### src/rtl/item_scan_reader_if.sv
// Draw-request handshake between item_scan_reader (master) and the sprite renderer (slave).
interface item_scan_reader_if;
    logic       req_valid;
    logic       req_ready;
    logic [5:0] req_index;
    logic [8:0] req_left;
    logic [7:0] req_top;
    logic [1:0] req_kind;
    logic       req_visible;
    logic       req_moved;

    modport master (
        output req_valid, req_index, req_left, req_top, req_kind, req_visible, req_moved,
        input  req_ready
    );

    modport slave (
        input  req_valid, req_index, req_left, req_top, req_kind, req_visible, req_moved,
        output req_ready
    );
endinterface

### src/rtl/item_scan_reader.sv
// Walks the packed item list once per start and emits one draw request per slot.
// Optional macro ITEM_SCAN_SKIP_HIDDEN_EN: slots with visible=0 are consumed without a request.
//
// state | meaning
// IDLE  | waiting for start; count latched on start
// FETCH | register slot idx into the request fields (or skip / finish)
// EMIT  | req_valid high, held until handshake
// DONE  | one-cycle done pulse, busy still high
module item_scan_reader #(
    parameter int MAX_ITEMS = 32
) (
    input  logic                   clock,
    input  logic                   reset,
    input  logic [MAX_ITEMS*32-1:0] data,
    input  logic [5:0]             count,
    input  logic                   start,
    output logic                   busy,
    output logic                   done,
    item_scan_reader_if.master     req
);

    localparam int         IDX_W   = (MAX_ITEMS > 1) ? $clog2(MAX_ITEMS) : 1;
    localparam logic [6:0] MAX_CNT = 7'(MAX_ITEMS);

    typedef enum logic [1:0] {
        IDLE  = 2'd0,
        FETCH = 2'd1,
        EMIT  = 2'd2,
        DONE  = 2'd3
    } stateType;

    stateType   state;
    logic [5:0] idx;
    logic [6:0] cntQ;

    logic [31:0] slotWord [MAX_ITEMS];
    logic [31:0] slot;
    logic [12:0] xField;
    logic [11:0] yField;
    logic [1:0]  idxKind;
    logic [6:0]  cntClamped;
    logic        lastSlot;
    logic        unusedFieldBits;

    for (genvar n = 0; n < MAX_ITEMS; n++) begin : gSlot
        assign slotWord[n] = data[n*32 +: 32];
    end

    // idx never reaches cntQ, so the slot select stays inside the bus
    assign slot    = slotWord[idx[IDX_W-1:0]];
    assign xField  = slot[31:19];
    assign yField  = slot[18:7];
    assign idxKind = (idx[5:4] != 2'b00) ? 2'd2 : {1'b0, idx[3]};

    assign cntClamped = ({1'b0, count} > MAX_CNT) ? MAX_CNT : {1'b0, count};
    assign lastSlot   = ({1'b0, idx} == (cntQ - 7'd1));

    assign unusedFieldBits = ^{xField[3:0], yField[3:0], slot[6:2]};

    always_ff @(posedge clock or posedge reset) begin
        if (reset) begin
            state           <= IDLE;
            idx             <= '0;
            cntQ            <= '0;
            busy            <= 1'b0;
            done            <= 1'b0;
            req.req_valid   <= 1'b0;
            req.req_index   <= '0;
            req.req_left    <= '0;
            req.req_top     <= '0;
            req.req_kind    <= '0;
            req.req_visible <= 1'b0;
            req.req_moved   <= 1'b0;
        end else begin
            done <= 1'b0;
            case (state)
                IDLE: begin
                    if (start) begin
                        cntQ  <= cntClamped;
                        idx   <= '0;
                        busy  <= 1'b1;
                        state <= FETCH;
                    end
                end

                FETCH: begin
                    if (cntQ == 7'd0) begin
                        done  <= 1'b1;
                        state <= DONE;
                    end else begin
                        req.req_index   <= idx;
                        req.req_left    <= xField[12:4];
                        req.req_top     <= yField[11:4];
                        req.req_kind    <= idxKind;
                        req.req_visible <= slot[1];
                        req.req_moved   <= slot[0];
`ifdef ITEM_SCAN_SKIP_HIDDEN_EN
                        if (!slot[1]) begin
                            if (lastSlot) begin
                                done  <= 1'b1;
                                state <= DONE;
                            end else begin
                                idx <= idx + 6'd1;
                            end
                        end else begin
                            req.req_valid <= 1'b1;
                            state         <= EMIT;
                        end
`else
                        req.req_valid <= 1'b1;
                        state         <= EMIT;
`endif
                    end
                end

                EMIT: begin
                    if (req.req_ready) begin
                        req.req_valid <= 1'b0;
                        if (lastSlot) begin
                            done  <= 1'b1;
                            state <= DONE;
                        end else begin
                            idx   <= idx + 6'd1;
                            state <= FETCH;
                        end
                    end
                end

                DONE: begin
                    busy  <= 1'b0;
                    state <= IDLE;
                end

                default: state <= IDLE;
            endcase
        end
    end

endmodule

### src/flat_wrapper.sv
// flat-port wrapper written by rule: the top's interface ports become plain ports
module item_scan_reader_flat 
#(
    parameter int MAX_ITEMS = 32
)
  (clock, reset, data, count, start, busy, done, req_req_valid, req_req_index, req_req_left, req_req_top, req_req_kind, req_req_visible, req_req_moved, req_req_ready);
  item_scan_reader_if req_i ();
  input  logic clock;
  input  logic reset;
  input  logic [MAX_ITEMS*32-1:0] data;
  input  logic [5:0] count;
  input  logic start;
  output logic busy;
  output logic done;
  output wire logic [$bits(req_i.req_valid)-1:0] req_req_valid;
  output wire logic [$bits(req_i.req_index)-1:0] req_req_index;
  output wire logic [$bits(req_i.req_left)-1:0] req_req_left;
  output wire logic [$bits(req_i.req_top)-1:0] req_req_top;
  output wire logic [$bits(req_i.req_kind)-1:0] req_req_kind;
  output wire logic [$bits(req_i.req_visible)-1:0] req_req_visible;
  output wire logic [$bits(req_i.req_moved)-1:0] req_req_moved;
  input wire logic [$bits(req_i.req_ready)-1:0] req_req_ready;
  assign req_req_valid = req_i.req_valid;
  assign req_req_index = req_i.req_index;
  assign req_req_left = req_i.req_left;
  assign req_req_top = req_i.req_top;
  assign req_req_kind = req_i.req_kind;
  assign req_req_visible = req_i.req_visible;
  assign req_req_moved = req_i.req_moved;
  assign req_i.req_ready = req_req_ready;
  item_scan_reader #(.MAX_ITEMS(MAX_ITEMS)) u_core (.clock(clock), .reset(reset), .data(data), .count(count), .start(start), .busy(busy), .done(done), .req(req_i));
endmodule
### config.mk
export PLATFORM = sky130hd
export DESIGN_NAME = item_scan_reader_flat
export DESIGN_NICKNAME = d
export VERILOG_FILES = /design/src/rtl/item_scan_reader_if.sv /design/src/rtl/item_scan_reader.sv /design/src/flat_wrapper.sv
export SDC_FILE = /design/constraint.sdc
export NUM_CORES = 1
export LEC_CHECK = 0
export CORE_AREA = 2 2 416 418
export DETAILED_ROUTE_END_ITERATION = 10
export DIE_AREA = 0 0 418 420
export SLEW_MARGIN = 25
export SYNTH_ARGS = -nofsm -noshare
export SYNTH_HDL_FRONTEND = slang
export SYNTH_SLANG_ARGS = --single-unit
### constraint.sdc
create_clock -name clock -period 2.62 [get_ports clock]
set_input_delay 0.524 -clock clock [delete_from_list [all_inputs] [get_ports clock]]
set_output_delay 0.524 -clock clock [all_outputs]
set_load 0.03 [all_outputs]
==> qor.yml <==
timing:
  drv_slew: 0
  post-route-period-util_pct: 99.07
  period_needed_ns: 2.596
  tightest_slew_ns: 0.7460
  fin_worst_skew_ns: 0.008948
  max_freq_mhz: 385.3
  hold_viol_final: 0
  relSlewSlack_pct: 50.26
  setup_ws_ns: 0.02443
  rsz0062_at_grt: "no"
  finalSetupViolations: 0
routing:
  wl_mm: 80.10
  drt-initial-drc-count: 421
  wl_per_cell_um: 23.40
  num_vias: 8573
  drt_first_pass_iters: 4
  route.detailed.drc: 0
  postRouteAntennaNets: 0
  viasPerCell: 2.505
yosys:
  synth-edff-count: 0
  synth_top_area_share_pct: 43.41
  synth_cell_types: 45
  synth-seq-cells: 44
  synth_area_leader_cell: "mux4_2"
  seq_area_frac_synth_pct: 16.58
  synthCells: 514
  synthArstFlopShare_pct: 100.0
  synth_nets: 1555
  synthesis.area_um2: 6641
  synth_warnings: 0
  synth_flop_cell: "dfrtp_1"
  ys_top_cells_by_area: "mux4_2 (43%), dfrtp_1 (17%), mux4_1 (9.5%)"
  syn_avg_cell_area_um2: 12.92
floorplan:
  rows: 152
  dieArea_um2: 175600
  initial_core_util_pct: 3.884
  core_area_um2: 171000
  die_y_um: 420
  dieWidth_um: 418
  boundaryPins: 1064
setup_path:
  crit_path_end_kind: "flip-flop"
  critPathMaxStageDelay_ns: 0.73
  worstPathRequired_ns: 2.84
  path_cells: "buf_12 -> buf_12 -> buf_12 -> mux4_2 -> o22ai_1 -> or4_1 -> o21ai_1"
  path_max_fanout: 19
  crit_path_frequent_cell: "buf_12"
  arrival_ns: 2.82
  worstSetupPathType: "reg -> reg"
  critPathSlowestCell: "or4_1"
  start_kind: "flip-flop"
global_routing:
  grt_max_degree: 45
  antenna_found_initial: 105
  grt_remaining_overflow: 0
  grt_pass1_vias: 8867
  grt_pass1_wl_mm: 96.24
  grt_use_total_pct: 8.708
clocking:
  clockBufferDepth: 2
  clockRootBuffer: "clkbuf_16"
  cts_inserted_buffers: 5
  cts_tree: "built"
  path_clk_slew_ns: 0.07
  cts_max_level: 2
  cts.sinks: 44
  clk_latency_ns: 0.30
cells_and_area:
  drive_gt1_share_pct: 18.39
  seq_area_um2: 1109
  stdcell_area_um2: 16480
  layout_commonest_cell: "clkdlybuf4s50_1"
  multi_input_area_um2: 5122
  final_cells: 3423
  fillers: 19632
  nets: 2209
  most-common-layout-cells: "clkdlybuf4s50_1 (644), mux4_2 (128), o22ai_1 (65), dfrtp_1 (42), nand2_1 (41)"
  syn2layout_area_growth_pct: 148.2
pwr:
  ir_drop_v: 0.0003420
  p_per_area_nw_per_um2: 564.4
  leakagePower_nw: 5.059
place:
  place_ws_ns: -0.1925
  gp_congestion: 0.9116
  placedCellCount: 3391
  dp_hpwl_mm: 74.39
  port_buffers: 647
  dpl_cell_area_um2: 16140
outcome:
  outcome: "completed"
job:
  drv_cap: 0
hold_path:
  hp-class: "reg -> reg"
-- final cells by class --
cell class | count | area share [%]
Clock inverter | 3 | 0.2808
Antenna cell | 21 | 0.3188
Multi-Input combinational cell | 402 | 31.07
Sequential cell | 44 | 6.725
Inverter | 15 | 0.3416
Clock buffer | 5 | 0.7590
Tap cell | 2233 | 16.95
Timing Repair Buffer | 700 | 43.55
-- state kept, by name, summed over array words and instances (netlist names) --
name	cells
u_core.req.req_top	8
u_core.idx	6
u_core.req.req_valid	1
u_core.done	1
u_core.req.req_left	9
u_core.req.req_visible	1
u_core.state	2
u_core.req.req_index	6
u_core.busy	1
u_core.req.req_kind	2
u_core.cntQ	6
u_core.req.req_moved	1
-- worst max-delay path: cells and delay by family (launching register included) --
kind	cells	cell delay, ns
simple gates	1	0.73
flops	1	0.53
buf+inv	3	0.51
mux	1	0.42
compound gates	2	0.29
-- metrics by stage --
step	utilization, %	setup TNS, ns	power (mW)	hold slack [ns]
after floorplan	-	0	5.072	0.4950
after global placement	9.439	-1.951	8.583	0.4725
after detailed placement	9.439	-1.822	8.616	0.4797
after CTS	9.600	0	9.524	0.4954
after global routing	9.628	0	9.870	0.5192
final	9.642	0	9.305	0.4884
-- kinds of logic (layout without fill, tap and decap cells) --
logic type                 Yosys count  after routing  share of synthesized area, %
xor gates and xnor gates             7              7                        0.9232
other                                0             21                             0
muxes                              156            156                         53.54
AOI/OAI and AO/OA                  128            128                         11.89
DFF                                 44             44                         16.58
and+or+nand+nor                    104            104                         8.290
adders and majority gates            7              7                         1.319
buffers and inverters               68            723                         7.460
-- synth_stat cells (2+ instances only) --
master,number
xnor2_1,2
or4_1,19
mux2_2,2
o21ai_0,15
buf_6,9
nand2_1,42
clkbuf_1,8
nand2b_1,8
xor2_1,5
buf_2,25
nor2_1,7
o21a_1,3
inv_1,14
nand3_2,3
nand3_1,10
o22ai_1,77
nand3b_1,3
nor3_1,4
o221ai_1,3
mux4_2,128
mux2i_1,2
dfrtp_1,44
o21ai_1,19
o211ai_1,2
nand4_1,2
buf_4,2
o311ai_0,2
ha_1,7
mux4_1,24
buf_12,8
-- worst paths after layout --
check / start / to / slack (ns) / cells after the start
max in group asynchronous: reset / u_core.req.req_index[5] / 1.40 / 3
hold / removal: u_core.req.req_index[4] / u_core.req.req_index[4] / 0.49 / 2
setup reg to reg: u_core.idx[0] / u_core.req.req_top[1] / 0.02 / 7
hold reg to reg: u_core.req.req_index[4] / u_core.req.req_index[4] / 0.49 / 2
min in group asynchronous: reset / u_core.req.req_left[2] / 0.67 / 2
setup / recovery: u_core.idx[0] / u_core.req.req_top[1] / 0.02 / 7
-- power by group --
part	leakage (nW)	internal, mW	switching, mW	total (mW)
sequential	0.557	0.949	0.232	1.18
clock	0.0806	0.454	0.313	0.767
combinational	4.42	3.57	3.79	7.36
total	5.06	4.97	4.33	9.30
-- routing by layer --
layer  global-route usage, %  wire (um)
met5                       0        458
met4                   3.231       2950
met3                   3.262       8681
met2                   13.55      35820
met1                   10.86      32190
-- repair_timing --
action	CTS	global route
resized for setup	9	3
hold endpoints to repair	0	0
endpoints found under the setup margin	16	3
buffers inserted	3	0
cloned	0	0
hold buffers	0	0
(Power assumes the default switching activity.)
